### config.mk
export PLATFORM = sky130hd
export DESIGN_NAME = rv32i_v1
export DESIGN_NICKNAME = d
export VERILOG_FILES = /design/src/rtl/rv32i_v1.sv
export SDC_FILE = /design/constraint.sdc
export NUM_CORES = 2
export LEC_CHECK = 0
export CORE_UTILIZATION = 68
export CTS_CLUSTER_DIAMETER = 30
export CTS_CLUSTER_SIZE = 16
export DETAILED_ROUTE_END_ITERATION = 6
export PLACE_DENSITY_LB_ADDON = 0.1
export RECOVER_POWER = 50
export REMOVE_ABC_BUFFERS = 1
export SLEW_MARGIN = 20
export SYNTH_ARGS = -nofsm -noshare
export SYNTH_HDL_FRONTEND = slang
export SYNTH_SLANG_ARGS = --single-unit
### constraint.sdc
create_clock -name clk -period 25 [get_ports clk]
set_input_delay 3.75 -clock clk [delete_from_list [all_inputs] [get_ports clk]]
set_output_delay 3.75 -clock clk [all_outputs]
set_load 0.02 [all_outputs]
### src/rtl/rv32i_v1.sv
// ============================================================================
//  Module   : rv32i_v1
//  Brief    : Single-cycle RV32I integer core with word-indexed PC and memories.
//             Optional macro RV32I_REGFILE_CLEAR_EN makes reset clear x1..x31.
//  Revision : 1.0
// ============================================================================
`default_nettype none

module rv32i_v1 #(
    parameter logic [31:0] RESET_PC = 32'd0
) (
    input  logic        clk,
    input  logic        rst,
    input  logic [31:0] instr,
    output logic        write,
    input  logic [31:0] data_in,
    output logic [31:0] data_addr,
    output logic [31:0] data_out,
    output logic [31:0] pc
);

    localparam logic [6:0] c_OP_LUI    = 7'b0110111;
    localparam logic [6:0] c_OP_AUIPC  = 7'b0010111;
    localparam logic [6:0] c_OP_JAL    = 7'b1101111;
    localparam logic [6:0] c_OP_JALR   = 7'b1100111;
    localparam logic [6:0] c_OP_BRANCH = 7'b1100011;
    localparam logic [6:0] c_OP_LOAD   = 7'b0000011;
    localparam logic [6:0] c_OP_STORE  = 7'b0100011;
    localparam logic [6:0] c_OP_IMM    = 7'b0010011;
    localparam logic [6:0] c_OP_REG    = 7'b0110011;
    localparam logic [2:0] c_F3_WORD   = 3'b010;

    logic [31:0] pc_q;
    logic [31:0] pc_d;
    logic [31:0] rf_q [32];

    logic [6:0]  w_opcode;
    logic [2:0]  w_funct3;
    logic [4:0]  w_rs1;
    logic [4:0]  w_rs2;
    logic [4:0]  w_rd;
    logic [31:0] w_rs1_val;
    logic [31:0] w_rs2_val;

    logic [31:0] w_imm_i;
    logic [31:0] w_imm_s;
    logic [31:0] w_imm_b;
    logic [31:0] w_imm_u;
    logic [31:0] w_imm_j;
    logic signed [31:0] w_b_off;
    logic signed [31:0] w_j_off;

    logic [31:0] w_op_b;
    logic [4:0]  w_shamt;
    logic signed [31:0] w_sra_res;
    logic [31:0] w_alu;

    logic        w_br_legal;
    logic        w_br_taken;

    logic        w_rf_we;
    logic [31:0] w_rf_wdata;
    logic        w_mem_we;

    assign w_opcode = instr[6:0];
    assign w_funct3 = instr[14:12];
    assign w_rs1    = instr[19:15];
    assign w_rs2    = instr[24:20];
    assign w_rd     = instr[11:7];

    assign w_rs1_val = (w_rs1 == 5'd0) ? 32'd0 : rf_q[w_rs1];
    assign w_rs2_val = (w_rs2 == 5'd0) ? 32'd0 : rf_q[w_rs2];

    assign w_imm_i = {{20{instr[31]}}, instr[31:20]};
    assign w_imm_s = {{20{instr[31]}}, instr[31:25], instr[11:7]};
    assign w_imm_b = {{19{instr[31]}}, instr[31], instr[7], instr[30:25], instr[11:8], 1'b0};
    assign w_imm_u = {instr[31:12], 12'd0};
    assign w_imm_j = {{11{instr[31]}}, instr[31], instr[19:12], instr[20], instr[30:21], 1'b0};

    // Byte offsets in the encoding become word offsets for the word-indexed PC
    assign w_b_off = $signed(w_imm_b) >>> 2;
    assign w_j_off = $signed(w_imm_j) >>> 2;

    // Address/store data are driven for every instruction; only LW/SW care
    assign data_addr = w_rs1_val + ((w_opcode == c_OP_STORE) ? w_imm_s : w_imm_i);
    assign data_out  = w_rs2_val;
    assign write     = w_mem_we;
    assign pc        = pc_q;

    assign w_op_b    = (w_opcode == c_OP_REG) ? w_rs2_val : w_imm_i;
    assign w_shamt   = w_op_b[4:0];
    assign w_sra_res = $signed(w_rs1_val) >>> w_shamt;

    always_comb begin
        w_alu = 32'd0;
        case (w_funct3)
            3'b000: w_alu = ((w_opcode == c_OP_REG) && instr[30]) ? (w_rs1_val - w_op_b)
                                                                   : (w_rs1_val + w_op_b);
            3'b001: w_alu = w_rs1_val << w_shamt;
            3'b010: w_alu = {31'd0, $signed(w_rs1_val) < $signed(w_op_b)};
            3'b011: w_alu = {31'd0, w_rs1_val < w_op_b};
            3'b100: w_alu = w_rs1_val ^ w_op_b;
            3'b101: w_alu = instr[30] ? w_sra_res : (w_rs1_val >> w_shamt);
            3'b110: w_alu = w_rs1_val | w_op_b;
            3'b111: w_alu = w_rs1_val & w_op_b;
            default: w_alu = 32'd0;
        endcase
    end

    always_comb begin
        w_br_legal = 1'b1;
        w_br_taken = 1'b0;
        case (w_funct3)
            3'b000: w_br_taken = (w_rs1_val == w_rs2_val);
            3'b001: w_br_taken = (w_rs1_val != w_rs2_val);
            3'b100: w_br_taken = ($signed(w_rs1_val) <  $signed(w_rs2_val));
            3'b101: w_br_taken = ($signed(w_rs1_val) >= $signed(w_rs2_val));
            3'b110: w_br_taken = (w_rs1_val <  w_rs2_val);
            3'b111: w_br_taken = (w_rs1_val >= w_rs2_val);
            default: w_br_legal = 1'b0;
        endcase
    end

    always_comb begin
        pc_d       = pc_q + 32'd1;
        w_rf_we    = 1'b0;
        w_rf_wdata = w_alu;
        w_mem_we   = 1'b0;
        case (w_opcode)
            c_OP_LUI: begin
                w_rf_we    = 1'b1;
                w_rf_wdata = w_imm_u;
            end
            c_OP_AUIPC: begin
                w_rf_we    = 1'b1;
                w_rf_wdata = pc_q + w_imm_u;
            end
            c_OP_JAL: begin
                w_rf_we    = 1'b1;
                w_rf_wdata = pc_q + 32'd1;
                pc_d       = pc_q + w_j_off;
            end
            c_OP_JALR: begin
                w_rf_we    = 1'b1;
                w_rf_wdata = pc_q + 32'd1;
                pc_d       = w_rs1_val + w_imm_i;
            end
            c_OP_BRANCH: begin
                if (w_br_legal && w_br_taken) begin
                    pc_d = pc_q + w_b_off;
                end
            end
            c_OP_LOAD: begin
                if (w_funct3 == c_F3_WORD) begin
                    w_rf_we    = 1'b1;
                    w_rf_wdata = data_in;
                end
            end
            c_OP_STORE: begin
                if (w_funct3 == c_F3_WORD) begin
                    w_mem_we = 1'b1;
                end
            end
            c_OP_IMM, c_OP_REG: begin
                w_rf_we = 1'b1;
            end
            default: begin
                w_rf_we = 1'b0;
            end
        endcase
        if (rst) begin
            pc_d     = RESET_PC;
            w_rf_we  = 1'b0;
            w_mem_we = 1'b0;
        end
        if (w_rd == 5'd0) begin
            w_rf_we = 1'b0;
        end
    end

    always_ff @(posedge clk) begin
        if (rst) begin
            pc_q <= RESET_PC;
        end else begin
            pc_q <= pc_d;
        end
    end

`ifdef RV32I_REGFILE_CLEAR_EN
    always_ff @(posedge clk) begin
        if (rst) begin
            for (int i = 0; i < 32; i++) begin
                rf_q[i] <= 32'd0;
            end
        end else if (w_rf_we) begin
            rf_q[w_rd] <= w_rf_wdata;
        end
    end
`else
    // Without the clear option, reset only blocks the write (w_rf_we is gated)
    always_ff @(posedge clk) begin
        if (w_rf_we) begin
            rf_q[w_rd] <= w_rf_wdata;
        end
    end
`endif

endmodule

`default_nettype wire

==> results of run 1 <==
==> stage by stage <==
stage                     area, um2  setup WS (ns)
after floorplan               65400          11.75
after global placement        70500          10.94
after CTS                     77000          10.84
after detailed placement      70500          10.88
==> metal layers <==
layer / global-route usage [%] / overflow
met4: 64.4 / 2
met2: 88.7 / 0
met5: 32.5 / 0
met1: 75.4 / 0
met3: 60.5 / 0
==> cell usage after synthesis, drive strengths merged (91+ instances only) <==
master  instances  area, um2
a21oi         343       1720
o21ai         259       1300
a22oi          97        747
nor2          282       1060
mux2i         366       3660
mux4          458      10300
a21o           91        683
buf           157        973
inv           187        702
ha            227       2840
xnor2         121       1060
clkbuf        222        833
nand2         327       1230
edfxtp       1024      30700
==> cell families after synthesis <==
family / Yosys count
compound gates: 1395
simple gates: 1060
flops: 1056
mux: 856
buf+inv: 568
fa+ha+maj: 234
xor+xnor: 182
other cells: 1
==> results by group, run 1 <==
Logic synthesis
  • Fraction of the mapped netlist area in adder cells: 4.44%
  • XOR/XNOR share of the synthesized area: 2.37%
  • Synth Area in Compound Gates: 13.9%
  • Post-synth EDFFs: 1,024
  • Avg Cell Area, Syn: 12.5 um2
  • Sequential area share after synthesis: 46.8%
  • Post-Syn Area: 67,100 um2
  • Largest family of logic cells by synthesized area: multiplexers
  • Post-synthesis mux area share: 21.4%
  • Distinct cells, synth: 97
  • Mapped Cells: 5,352
  • Post-synth ARST share: 0%
  • Synth Area in Simple Gates: 7.44%
  • Synth warn: 0
  • Dominant synthesized flop cell: edfxtp_1
  • Seq cells post-synth: 1,056

Place
  • Buffers added on ports: 162
  • Placer Congestion: 1.16
  • Detailed placer's ending HPWL: 187,000 um
  • Post-Place Cells: 6,618

Die
  • Die Wd: 316 um
  • Initial Utilization: 69.0%
  • Die Ht: 316 um
  • Row count: 114
  • IO Count: 163

GRT
  • Initial antenna violation count: 61
  • GRT overflow: 2
  • All-Layer GR Usage: 73.2%
  • Largest net degree at the start of global routing: 116

Clock network
  • Clock Sinks: 1,056
  • Post-CTS Hold Buffers: 0
  • Clock tree buffer depth: 3
  • Post-CTS Resized: 0
  • Post-CTS setup buffer count: 0
  • H-Tree Depth: 4
  • CTS Root Cell: clkbuf_16
  • CTS Buf Count: 189

Status
  • Status: stopped before the end
  • Stop err: [ERROR GRT-0232] Routing congestion too high. Check the congestion heatmap in the GUI.
  • Stop stage: global routing (5_1_grt)
==> run 2, diff against run 1 <==
Settings changed: CORE_UTILIZATION 68 to 40, CTS_CLUSTER_DIAMETER 30 to not set, CTS_CLUSTER_SIZE 16 to not set, PLACE_DENSITY_LB_ADDON 0.1 to 0.15.
==> run 2 against run 1 <==
  * The flow now finishes, with violations (capacitance limit, slew limit)
  * Synthesized cell count unchanged
  * Area after synthesis unchanged
==> results by group, run 2 <==
Place
  • Buffers added on ports: 162 (unchanged)
  • Post-Place Cells: 7,576 (was 6,618)
  • Place WS: 10.74 ns (was 10.88 ns)
  • Detailed placer's ending HPWL: 201,000 um (was 187,000 um)
  • Placer Congestion: 1.05 (was 1.16)

Timing
  • Setup TNS: 0 ns
  • Final Skew: 0.0463 ns
  • Slew HR: -217%
  • Final period utilization: 67.5%
  • Measured slew at the worst slew-check pin: 4.75 ns
  • Final min period: 16.88 ns
  • Max Clk Rate: 0.0592 GHz
  • RSZ-0062 raised after global routing: no
  • Hold Fails Final Rpt: 0
  • Count of final setup violators: 0
  • Final worst setup slack: 8.12 ns
  • Slew Limit Fails: 1,220

GRT
  • All-Layer GR Usage: 34.7%
  • Global-route wire length before repair: 410,000 um
  • Largest net degree at the start of global routing: 107
  • Initial antenna violation count: 20
  • GRT overflow: 0
  • Vias in the first global route: 50,800

Detailed routing
  • DRC Markers: 0
  • Via Count: 52,800
  • DR vias/cell: 6.78
  • WL final: 298,000 um
  • Antenna Nets Post-Route: 0
  • WL per Instance: 38.2 um
  • Router iterations before antenna repair: 6
  • Starting DRT DRC Count: 7,152

Setup path
  • CP Launch Point: instr[20]
  • Crit path launch type: primary input
  • CP top delay family: buffers and inverters
  • CP max FO: 60
  • Worst path slowest cell: clkbuf_1
  • Worst setup path endpoint: rf_q[7][14]
  • Reg2Reg Capture Point: rf_q[7][14]
  • Critical path, cell by cell: buf_8, clkbuf_1, mux2i_1, a22oi_1, a21oi_1, or4_1, clkbuf_1, o21ai_0, clkbuf_1, inv_1, clkbuf_1, mux2i_1, o21ai_0, o21ai_1, mux2_2, o211a_1, a211oi_4, buf_6
  • Critical path's largest stage delay: 2.76 ns
  • Worst path depth: 18
  • WS Path Type: in2reg
  • Worst R2R Setup Slack: 14.43 ns
  • Crit path capture type: flop
  • Reg2reg path depth: 16
  • Critical Path AT: 17.48 ns
  • Buffers & Inverters on Critical Path: 7
  • CP Data Required Time: 25.60 ns
  • R2R Path Start: rf_q[9][0]
  • Critical Path Most Common Cell: clkbuf_1

Die
  • Die area: 169,000 um2
  • Core area: 166,000 um2
  • Initial Utilization: 40.5% (was 69.0%)
  • Row count: 149 (was 114)
  • Die Ht: 412 um (was 316 um)
  • IO Count: 163 (unchanged)
  • Die Wd: 412 um (was 316 um)

Logic synthesis
  • Post-synth EDFFs: 1,024 (unchanged)
  • Distinct cells, synth: 97 (unchanged)
  • Avg Cell Area, Syn: 12.5 um2 (unchanged)
  • Mapped Cells: 5,352 (unchanged)
  • Seq cells post-synth: 1,056 (unchanged)
  • Sequential area share after synthesis: 46.8% (unchanged)
  • Post-synth ARST share: 0% (unchanged)
  • Post-Syn Area: 67,100 um2 (unchanged)
  • Post-synthesis mux area share: 21.4% (unchanged)
  • Synth warn: 0 (unchanged)
  • Ranking of synthesized cells by area: edfxtp_1 (46%), mux4_2 (15%), mux2i_1 (5.5%), ha_1 (4.2%), a21oi_1 (2.5%) (unchanged)
  • XOR/XNOR share of the synthesized area: 2.37% (unchanged)
  • Commonest cells post-synth: edfxtp_1 (1,024), mux4_2 (457), mux2i_1 (366) (unchanged)
  • Count leader, synth: edfxtp_1 (unchanged)
  • Largest family of logic cells by synthesized area: multiplexers (unchanged)
  • Synth Area in Compound Gates: 13.9% (unchanged)
  • Synth Area in Simple Gates: 7.44% (unchanged)
  • Fraction of the mapped netlist area in adder cells: 4.44% (unchanged)
  • Dominant synthesized flop cell: edfxtp_1 (unchanged)
  • Synth top area share: 45.8% (unchanged)
  • Area leader, netlist: edfxtp_1 (unchanged)

Clock network
  • CTS Root Cell: clkbuf_16 (unchanged)
  • Worst-path clk slew: 0.07 ns
  • H-Tree Depth: 3 (was 4)
  • CTS Buf Count: 114 (was 189)
  • Post-CTS Resized: 0 (unchanged)
  • CTS tree: done
  • Clock tree buffer depth: 3 (unchanged)
  • Post-CTS Hold Buffers: 0 (unchanged)
  • Later-pin clock latency in the skew report: 0.79 ns
  • Post-CTS setup buffer count: 0 (unchanged)
  • Clock Sinks: 1,056 (unchanged)

Final layout
  • Area grow syn2layout: 12.5%
  • Max FFs per register: 1,024
  • Share of layout cells above drive strength 1: 16.9%
  • Biggest register: rf_q
  • Fillers: 15,000
  • NumNets Final: 5,803
  • Most frequent cells in the layout: edfxtp_1 (1,024), mux4_2 (457), mux2i_1 (365)
  • Register Area: 31,400 um2
  • Most common cell after layout, fill and taps aside: edfxtp_1
  • Final std cells w/o fill: 7,792
  • Multi-input gate area: 33,800 um2

Pwr
  • Leakage: 26.7 nW
  • Total Power: 4.94 mW
  • Worst VDD drop: 0.0000669 V
  • Cell Pwr Density: 65.5 nW/um2

Status
  • Violations in the final reports: capacitance limit, slew limit
  • Status: finished, violations left (was stopped before the end)

Min path
  • Worst min-delay path class: reg2reg

Run
  • Maxcap violations: 46
## run 2: layout make-up
cell class / instances / share of cell area, %
clock inverters: 83 / 1.17
well taps: 2189 / 3.63
multi-input cells: 3759 / 44.7
clock buffers: 126 / 3.84
flip-flops and latches: 1056 / 41.6
diodes: 7 / 0.0232
repair buffers: 383 / 4.12
inverters: 189 / 0.939
## run 2: routing by layer
layer | vias up | global-route usage, % | part of all wire [%]
li1 | 21700 | - | -
met2 | 3230 | 52.5 | 44
met3 | 697 | 7.43 | 10
met1 | 27200 | 46.1 | 39
met4 | 18 | 19.4 | 6.5
met5 | - | 0 | 0.042
## run 2: kinds of logic (layout without fill, tap and decap cells)
kind of cell             count (synthesis)  in the layout
AO/OA/AOI/OAI                         1395           1395
multiplexers                           856            856
flip-flops                            1056           1056
other                                    1             39
XOR/XNOR                               182            182
buffers and inverters                  568            781
AND/OR/NAND/NOR                       1060           1060
adder cells (fa/ha/maj)                234            234
## run 2: worst min-delay path by stage
stage,start,to,slack [ns],cells after the start
2_1_floorplan,pc[0],pc[0],0.60,1
3_3_place_gp,pc[31],pc[31],0.68,3
3_5_place_dp,pc[31],pc[31],0.69,3
4_1_cts,pc[31],pc[31],0.70,3
5_1_grt,pc[0],pc[0],0.73,1
6_report,pc[31],pc[31],0.71,3
## run 2: metrics by stage
step	area (um2)	util [%]	hold slack [ns]
global placement	72000	43.4	0.682
detailed placement	72000	43.5	0.685
global route	75500	45.6	0.726
floorplan	65400	-	0.604
CTS	75800	45.7	0.696
finish	75500	45.6	0.708
## run 2: worst register-to-register path, cell delays in order, from the launching register on
cell,delay [ns]
edfxtp_1,0.36
mux2i_1,0.08
a22oi_1,0.35
a21oi_1,0.19
or4_1,0.56
clkbuf_1,0.49
o21ai_0,0.48
clkbuf_1,2.30
inv_1,1.40
clkbuf_1,0.95
mux2i_1,0.37
o21ai_0,0.93
o21ai_1,0.46
mux2_2,0.39
o211a_1,0.26
a211oi_4,0.53
buf_6,0.28
## run 2: where the power goes
group          total [mW]  internal [mW]  switching (mW)  leakage, nW
Clock                1.75          0.992           0.756         1.81
Sequential           2.02           2.01         0.00771         9.59
Combinational        1.18          0.395           0.784         15.3
Total                4.94           3.40            1.55         26.7
Note: power is estimated with default switching activity, not from simulation.
